### config.mk
export PLATFORM = sky130hd
export DESIGN_NAME = branch_predictor_core
export DESIGN_NICKNAME = d
export VERILOG_FILES = /design/src/rtl/branch_predictor_core.sv
export SDC_FILE = /design/constraint.sdc
export NUM_CORES = 1
export LEC_CHECK = 0
export BUFFER_PORTS_ARGS = -buffer_cell sky130_fd_sc_hd__clkbuf_2
export CORE_MARGIN = 1.5
export CORE_UTILIZATION = 55
export DETAILED_ROUTE_END_ITERATION = 6
export GPL_TIMING_DRIVEN = 0
export PLACE_DENSITY = 0.8
export SETUP_SLACK_MARGIN = 0.5
export SYNTH_ARGS = -nofsm -noshare
export SYNTH_HDL_FRONTEND = slang
export SYNTH_SLANG_ARGS = --single-unit
### constraint.sdc
create_clock -name clock -period 2.5 [get_ports clock]
set_input_delay 0.125 -clock clock [delete_from_list [all_inputs] [get_ports clock]]
set_output_delay 0.125 -clock clock [all_outputs]
set_load 0.05 [all_outputs]
### src/rtl/branch_predictor_core.sv
// branch_predictor_core: bimodal 2-bit-counter branch predictor sequenced by latch/update/predict trigger pulses
// Ports:
//   clock, reset_n                         rising-edge clock, asynchronous active-low reset
//   latch_trigger, update_trigger,         one-hot phase pulses from the upstream sequencer
//   predict_trigger
//   pc_in, branch_valid_in                 new branch address and its validity, captured in the latch phase
//   outcome_in, outcome_valid_in           resolved direction of the pending branch, captured in the latch phase
//   prediction, prediction_valid           registered direction for the last predicted branch
//   mispredict                             one-cycle pulse after an update that found a misprediction
//   hit_count, miss_count                  saturating prediction statistics
//   protocol_error                         sticky flag, set when triggers overlap
module branch_predictor_core #(
    parameter int INDEX_BITS  = 4,
    parameter int PC_WIDTH    = 32,
    parameter int COUNT_WIDTH = 16
) (
    input  logic                   clock,
    input  logic                   reset_n,
    input  logic                   latch_trigger,
    input  logic                   update_trigger,
    input  logic                   predict_trigger,
    input  logic [PC_WIDTH-1:0]    pc_in,
    input  logic                   branch_valid_in,
    input  logic                   outcome_in,
    input  logic                   outcome_valid_in,
    output logic                   prediction,
    output logic                   prediction_valid,
    output logic                   mispredict,
    output logic [COUNT_WIDTH-1:0] hit_count,
    output logic [COUNT_WIDTH-1:0] miss_count,
    output logic                   protocol_error
);
    localparam int DEPTH = 1 << INDEX_BITS;

    logic [1:0]            table_q [DEPTH];
    logic [INDEX_BITS-1:0] latched_index;
    logic                  latched_branch_valid;
    logic                  latched_outcome;
    logic                  latched_outcome_valid;
    logic                  pending;
    logic [INDEX_BITS-1:0] pending_index;
    logic                  pending_prediction;
    logic [1:0]            trigger_sum;
    logic                  collision;
    logic                  do_latch;
    logic                  do_update;
    logic                  do_predict;
    logic                  hit;
    logic [1:0]            current;
    logic [1:0]            trained;
    logic                  table_msb;

    // Only the word-aligned index bits of the address ever influence behaviour,
    // so the latched copy keeps just those; the rest are folded away here.
    logic unused_pc_bits;
    assign unused_pc_bits = ^{pc_in[PC_WIDTH-1:INDEX_BITS+2], pc_in[1:0]};

    always_comb begin
        trigger_sum = 2'(latch_trigger) + 2'(update_trigger) + 2'(predict_trigger);
        collision   = trigger_sum > 2'd1;
        do_latch    = latch_trigger && !collision;
        do_update   = update_trigger && !collision && pending && latched_outcome_valid;
        do_predict  = predict_trigger && !collision;
        hit         = latched_outcome == pending_prediction;
        current     = table_q[pending_index];
        trained     = latched_outcome ? ((current == 2'd3) ? current : current + 2'd1)
                                      : ((current == 2'd0) ? current : current - 2'd1);
        table_msb   = table_q[latched_index][1];
    end

    always_ff @(posedge clock or negedge reset_n) begin
        if (!reset_n) begin
            for (int i = 0; i < DEPTH; i++) table_q[i] <= 2'b01;
        end else if (do_update) begin
            table_q[pending_index] <= trained;
        end
    end

    always_ff @(posedge clock or negedge reset_n) begin
        if (!reset_n) begin
            latched_index         <= '0;
            latched_branch_valid  <= 1'b0;
            latched_outcome       <= 1'b0;
            latched_outcome_valid <= 1'b0;
            pending               <= 1'b0;
            pending_index         <= '0;
            pending_prediction    <= 1'b0;
            prediction            <= 1'b0;
            prediction_valid      <= 1'b0;
            mispredict            <= 1'b0;
            hit_count             <= '0;
            miss_count            <= '0;
            protocol_error        <= 1'b0;
        end else begin
            mispredict     <= do_update && !hit;
            protocol_error <= protocol_error || collision;
            if (do_latch) begin
                latched_index         <= pc_in[INDEX_BITS+1:2];
                latched_branch_valid  <= branch_valid_in;
                latched_outcome       <= outcome_in;
                latched_outcome_valid <= outcome_valid_in;
            end
            if (do_update) begin
                pending <= 1'b0;
                if (hit) hit_count <= (&hit_count) ? hit_count : hit_count + COUNT_WIDTH'(1);
                else miss_count <= (&miss_count) ? miss_count : miss_count + COUNT_WIDTH'(1);
            end
            // An older branch still pending is silently replaced here.
            if (do_predict) begin
                prediction_valid <= latched_branch_valid;
                if (latched_branch_valid) begin
                    prediction         <= table_msb;
                    pending            <= 1'b1;
                    pending_index      <= latched_index;
                    pending_prediction <= table_msb;
                end
            end
        end
    end
endmodule

Word level (Yosys, flattened, before mapping)
Index checks and enable logic that the tools add are counted.

Register bits: 80. Output and inout bits: 36. Word-level logic and storage cells: 76.

Add/subtract/negate cells: 6. Magnitude comparators: 4. Equality and inequality tests: 2. Mux-type cells: 15. Bitwise gates (word level): 5. Reduce and logical (&&, ||, !) cells: 16.

Operators with widths (count): 16-bit by 1-bit adder with 16-bit output (second input constant) (2); 32-bit bitwise mux (1); 16-bit AND reduction (2); 2-bit binary-select mux with 4-bit select (2); 2-bit 2-to-1 mux (8); 5-bit >= comparator (second input constant) (2); 4-bit NOT with 5-bit output (2); 2-bit demux with 4-bit select (1); 1-bit logical AND (7); 3-bit AND reduction (2); 5-bit by 1-bit less-than comparator with 1-bit output (second input constant) (1); 1-bit 2-to-1 mux (3); 1-bit NOT (3); 1-bit by 1-bit adder with 2-bit output (1); 2-bit by 1-bit adder with 2-bit output (1); 2-bit by 1-bit adder with 2-bit output (second input constant) (1); 2-bit equality test (second input constant) (1); 2-bit by 1-bit > comparator with 1-bit output (second input constant) (1); 1-bit zero test (2); 2-bit zero test (1); 2-bit AND reduction (1); 2-bit by 1-bit subtractor with 2-bit output (second input constant) (1); 1-bit equality test (1); 1-bit logical OR (1).

Longest topological paths before layout
Depth after elaboration: 10. Gate-level depth with buffers: 7.

Worst setup path after synthesis
OpenSTA, ideal clock, no wires.

Path type: register to register. Start: register hit_count[6]. End: register hit_count[13]. Library setup time: 143 ps. Data arrival time: 2067 ps. Required time: 2357 ps. Path slack: 291 ps. Stages on the path, launching flop included: 6. Clock period less this slack: 2209 ps. Path through: dfrtp_1 nand3_1 or4_1 a311oi_2 nand3_1 xnor2_1.

Cells in the longest elaborated chain, start to end: 3.

Ends and longest elaborated chain: start: declaration (line 29) `output logic [COUNT_WIDTH-1:0] hit_count,`; start signal: assignment (line 105) `if (hit) hit_count <= (&hit_count) ? hit_count : hit_count + COUNT_WIDTH'(1);`; branches (longest 3 deep; another with 16-bit by 1-bit adder with 16-bit output).

Several ways; the timed one is not identified. A chain may end at the register's enable or synchronous reset.

Worst setup path in the final report
Start: register latched_outcome. End: register hit_count[10].

Cells in the longest elaborated chain, start to end: 2.

Ends and longest elaborated chain: start: declaration (line 38) `logic latched_outcome;`; start signal: assignment (line 100) `latched_outcome <= outcome_in;`; 1-bit equality test (line 64) `hit = latched_outcome == pending_prediction;`; 3-bit AND reduction (no source line).

Every way passes these cells.

==> impl_metrics.xml <==
<?xml version="1.0" encoding="UTF-8"?>
<metrics>
  <group name="status">
    <metric name="status" unit="">complete, no violations</metric>
  </group>
  <group name="setup_path">
    <metric name="origin_of_the_critical_flop_to_flop_path" unit="">latched_outcome</metric>
    <metric name="rr_endpoint" unit="">hit_count[10]</metric>
    <metric name="startpoint" unit="">latched_outcome</metric>
    <metric name="critPathCapture" unit="">hit_count[10]</metric>
    <metric name="r2r_slack" unit="ns">0.53</metric>
    <metric name="worst_setup_path_start_kind" unit="">flip-flop</metric>
    <metric name="cp.required" unit="ns">2.78</metric>
    <metric name="critPathMaxFanout" unit="">4</metric>
    <metric name="worst-endpoint-arrival" unit="ns">2.25</metric>
    <metric name="critical_path.endpoint_type" unit="">flip-flop</metric>
    <metric name="critical_path.max_stage_delay" unit="ns">0.47</metric>
    <metric name="ws_path_type" unit="">flip-flop to flip-flop</metric>
    <metric name="reg2reg_depth" unit="">6</metric>
    <metric name="crit_chain" unit="">buf_8 &gt; xnor2_4 &gt; or3b_4 &gt; or4_4 &gt; nor3_4 &gt; xor2_1</metric>
    <metric name="timing.critical_path.slowest_stage_cell" unit="">sky130_fd_sc_hd__or4_4</metric>
  </group>
  <group name="detailed_routing">
    <metric name="routed_wire_length_per_instance" unit="um">16.7</metric>
    <metric name="detailedRoute.firstIterationViolations" unit="">193</metric>
    <metric name="dr.pass1.iters" unit="">4</metric>
    <metric name="detail_route.vias_per_cell" unit="">5.78</metric>
    <metric name="wirelength" unit="mm">7.60</metric>
    <metric name="via_count" unit="">2624</metric>
    <metric name="wl_met1" unit="mm">3.36</metric>
    <metric name="detailroute.wirelength.met2" unit="mm">3.82</metric>
    <metric name="final_antenna_net_count" unit="">0</metric>
    <metric name="met3_wl_post_dr" unit="um">357</metric>
    <metric name="highest_layer" unit="">met4</metric>
    <metric name="route.detailed.drc" unit="">0</metric>
  </group>
  <group name="global_route">
    <metric name="grt_antenna_before_repair" unit="">0</metric>
    <metric name="grt_remaining_overflow" unit="">0</metric>
    <metric name="grt_max_degree" unit="">42</metric>
    <metric name="grt_first_pass_wirelength" unit="mm">12.3</metric>
    <metric name="grt_pass1_vias" unit="">2522</metric>
    <metric name="globalRouteTotalUtil" unit="%">22.0</metric>
  </group>
  <group name="layout">
    <metric name="final_design_area_no_fill" unit="mm^2">0.00463</metric>
    <metric name="antenna_cells" unit="">0</metric>
    <metric name="drive_above_1_share" unit="%">47.1</metric>
    <metric name="synthToLayoutAreaGrowth" unit="%">20.7</metric>
    <metric name="num-nets-final" unit="">412</metric>
  </group>
  <group name="run">
    <metric name="timing.max_cap.violations" unit="">0</metric>
  </group>
  <group name="clocking">
    <metric name="clk_root_buffer_cell" unit="">sky130_fd_sc_hd__clkbuf_8</metric>
    <metric name="tritoncts.num_buffers" unit="">9</metric>
    <metric name="tritoncts_num_sinks" unit="">80</metric>
    <metric name="worstSkewPairLatency" unit="ns">0.35</metric>
    <metric name="h-tree-depth" unit="">3</metric>
    <metric name="tritoncts" unit="">yes</metric>
    <metric name="cts.reportedPaths.clkPinSlew" unit="ns">0.08</metric>
    <metric name="clk_path_buf_depth" unit="">2</metric>
  </group>
  <group name="timing">
    <metric name="layout_skew" unit="ns">0.00632</metric>
    <metric name="worst_slew_pin_slew" unit="ns">0.543</metric>
    <metric name="timing.final.crit_period" unit="ns">1.97</metric>
    <metric name="hold_violations" unit="">0</metric>
    <metric name="fin_max_slew_vios" unit="">0</metric>
    <metric name="finalCritPeriodShare" unit="%">79.0</metric>
    <metric name="rsz0062_at_grt" unit="">true</metric>
    <metric name="final.hold.worst_slack" unit="ns">0.0228</metric>
    <metric name="fmax" unit="GHz">0.506</metric>
    <metric name="fin_setup_tns" unit="ns">0</metric>
    <metric name="fin_ws" unit="ns">0.525</metric>
    <metric name="slew_headroom" unit="%">63.5</metric>
    <metric name="finalSetupViolations" unit="">0</metric>
  </group>
  <group name="yosys">
    <metric name="synth.cell_area" unit="mm^2">0.00383</metric>
    <metric name="ys.warnings.count" unit="">0</metric>
    <metric name="synthCells" unit="">298</metric>
    <metric name="average_size_of_a_mapped_cell" unit="um^2">12.9</metric>
    <metric name="post_synth_num_cell_types" unit="">38</metric>
    <metric name="ys_seq_elements" unit="">80</metric>
    <metric name="synth.net_count" unit="">341</metric>
    <metric name="seq_area_frac_synth" unit="%">52.7</metric>
  </group>
  <group name="die">
    <metric name="dieWidth" unit="um">86.5</metric>
    <metric name="die_area" unit="mm^2">0.00748</metric>
    <metric name="num_rows" unit="">30</metric>
    <metric name="ioPinCount" unit="">76</metric>
    <metric name="fp.coreArea" unit="mm^2">0.00676</metric>
    <metric name="initial_utilization" unit="%">56.7</metric>
    <metric name="fp.dieH" unit="um">86.5</metric>
  </group>
  <group name="place">
    <metric name="preCtsSetupSlack" unit="ns">0.240</metric>
    <metric name="detailedPlacementHpwl" unit="mm">5.35</metric>
    <metric name="routabilityCongestion" unit="">0.859</metric>
    <metric name="port_buffers" unit="">47</metric>
    <metric name="dpl_cell_area" unit="mm^2">0.00420</metric>
  </group>
  <group name="power">
    <metric name="ir_drop_worst_case_vdd" unit="uV">742</metric>
    <metric name="power.static_leakage" unit="nW">2.04</metric>
    <metric name="power_density_cells" unit="mW/mm^2">839</metric>
  </group>
  <group name="min_path">
    <metric name="holdCritPathClass" unit="">input port to flip-flop</metric>
  </group>
</metrics>
-- per-stage QoR --
step	cells	utilization, %	power (W)
after floorplan	298	-	0.00249
after global placement	425	61.8	0.00271
after detailed placement	426	62.2	0.00276
after CTS	447	66.4	0.00377
after global routing	454	68.5	0.00409
final	454	68.5	0.00388
-- report_power, final --
group          leakage [nW]  total (W)  switching, W  internal (W)
sequential             1.01    0.00176      0.000182       0.00158
combinational         0.933    0.00118      0.000653      0.000526
clock                0.0993   0.000944      0.000457      0.000487
total                  2.04    0.00388       0.00129       0.00259
-- flip-flops by register name (all words and copies together), names as in the netlist, 4 cells and up --
register       flops
hit_count         16
latched_index      4
miss_count        16
pending_index      4
table_q           32
-- worst min-delay path by stage --
stage                   from               end  depth (start not counted)
floorplan            reset_n      hit_count[0]                          0
detailed placement   reset_n     miss_count[8]                          1
finish              pc_in[2]  latched_index[0]                          2
global route        pc_in[2]  latched_index[0]                          2
CTS                 pc_in[2]  latched_index[0]                          2
global placement    pc_in[4]  latched_index[2]                          2
-- layer usage --
| layer | up-vias | GRT usage (%) |
|---|---|---|
| met5 | - | 0 |
| met4 | 0 | 7.92 |
| met3 | 7 | 5.24 |
| met2 | 73 | 34.7 |
| met1 | 1327 | 30.1 |
| li1 | 1217 | - |
-- what timing repair did --
action	4_1_cts	5_1_grt
buffers inserted	0	6
gates resized for setup	8	21
setup endpoints to repair	33	35
pin swaps	2	1
hold buffers	5	1
endpoints found under the hold margin	31	1
-- layout by cell type (no fill, tap or decap), types with 3 or more instances in the layout --
master,count
sky130_fd_sc_hd__dfrtp_1,57
sky130_fd_sc_hd__clkbuf_2,47
sky130_fd_sc_hd__mux2_2,45
sky130_fd_sc_hd__xnor2_1,23
sky130_fd_sc_hd__nand2_1,22
sky130_fd_sc_hd__nor2_1,22
sky130_fd_sc_hd__nand3_1,16
sky130_fd_sc_hd__dfstp_2,16
sky130_fd_sc_hd__mux4_2,12
sky130_fd_sc_hd__clkbuf_8,10
sky130_fd_sc_hd__nand4_1,7
sky130_fd_sc_hd__xor2_1,7
sky130_fd_sc_hd__buf_4,7
sky130_fd_sc_hd__dfrtp_2,7
sky130_fd_sc_hd__nor3_1,6
sky130_fd_sc_hd__dlygate4sd3_1,6
sky130_fd_sc_hd__and3_1,5
sky130_fd_sc_hd__nand2b_1,4
sky130_fd_sc_hd__nor2_4,4
sky130_fd_sc_hd__a21oi_2,3
sky130_fd_sc_hd__nand3b_1,3
sky130_fd_sc_hd__ha_1,3
-- cell type report --
class | count | area [um^2]
fill | 494 | 2130
sequential | 80 | 2030
multi-input combinational | 211 | 1870
timing repair buffer | 60 | 363
clock buffer | 11 | 141
tap | 80 | 100
buffer | 6 | 57.6
clock inverter | 5 | 56.3
inverter | 1 | 3.75
-- synthesized netlist by cell type --
library cell | instances | area share, %
sky130_fd_sc_hd__or4_1 | 1 | 0.20
sky130_fd_sc_hd__inv_1 | 1 | 0.098
sky130_fd_sc_hd__buf_2 | 3 | 0.39
sky130_fd_sc_hd__nor2_1 | 23 | 2.3
sky130_fd_sc_hd__nor3b_1 | 2 | 0.39
sky130_fd_sc_hd__nand4b_1 | 1 | 0.23
sky130_fd_sc_hd__mux2_2 | 47 | 14
sky130_fd_sc_hd__mux4_2 | 12 | 7.0
sky130_fd_sc_hd__ha_1 | 3 | 0.98
sky130_fd_sc_hd__nand2_1 | 23 | 2.3
sky130_fd_sc_hd__and3_1 | 5 | 0.82
sky130_fd_sc_hd__xnor2_4 | 1 | 0.72
sky130_fd_sc_hd__o31ai_1 | 1 | 0.20
sky130_fd_sc_hd__nand4_1 | 7 | 1.1
sky130_fd_sc_hd__buf_1 | 1 | 0.098
sky130_fd_sc_hd__xor2_1 | 7 | 1.6
sky130_fd_sc_hd__nor3_2 | 1 | 0.26
sky130_fd_sc_hd__and4_1 | 1 | 0.23
sky130_fd_sc_hd__a21boi_2 | 1 | 0.29
sky130_fd_sc_hd__nand2b_1 | 4 | 0.65
sky130_fd_sc_hd__a21oi_2 | 1 | 0.23
sky130_fd_sc_hd__nor4_1 | 2 | 0.33
sky130_fd_sc_hd__or4_4 | 1 | 0.29
sky130_fd_sc_hd__o2111ai_1 | 1 | 0.23
sky130_fd_sc_hd__nor3_1 | 7 | 0.91
sky130_fd_sc_hd__nand3b_1 | 3 | 0.59
sky130_fd_sc_hd__dfrtp_1 | 64 | 42
sky130_fd_sc_hd__a311oi_2 | 1 | 0.39
sky130_fd_sc_hd__a21oi_1 | 6 | 0.78
sky130_fd_sc_hd__nand3_1 | 16 | 2.1
sky130_fd_sc_hd__dfstp_2 | 16 | 11
sky130_fd_sc_hd__xnor2_1 | 23 | 5.3
sky130_fd_sc_hd__nor2_2 | 4 | 0.65
sky130_fd_sc_hd__buf_6 | 1 | 0.29
sky130_fd_sc_hd__o21ai_0 | 1 | 0.13
sky130_fd_sc_hd__or3b_4 | 1 | 0.29
sky130_fd_sc_hd__clkbuf_1 | 1 | 0.098
sky130_fd_sc_hd__mux2i_1 | 4 | 1.0
-- kinds of logic (layout without fill, tap and decap cells) --
| group | after synthesis | count (layout) | share of synthesized area, % |
|---|---|---|---|
| multiplexers | 63 | 63 | 21.9 |
| buffers and inverters | 7 | 83 | 0.979 |
| adder cells (fa/ha/maj) | 3 | 3 | 0.979 |
| AND/OR/NAND/NOR | 102 | 102 | 13.6 |
| XOR/XNOR | 31 | 31 | 7.57 |
| flip-flops | 80 | 80 | 52.7 |
| AO/OA/AOI/OAI | 12 | 12 | 2.25 |
-- worst max-delay path: cells and delay by family (launching register included) --
| kind | cells | cell delay [ns] |
|---|---|---|
| and+or+nand+nor | 3 | 1.05 |
| DFF | 1 | 0.39 |
| xor gates and xnor gates | 2 | 0.33 |
| buffers and inverters | 1 | 0.14 |
Note: power is estimated with default switching activity, not from simulation.
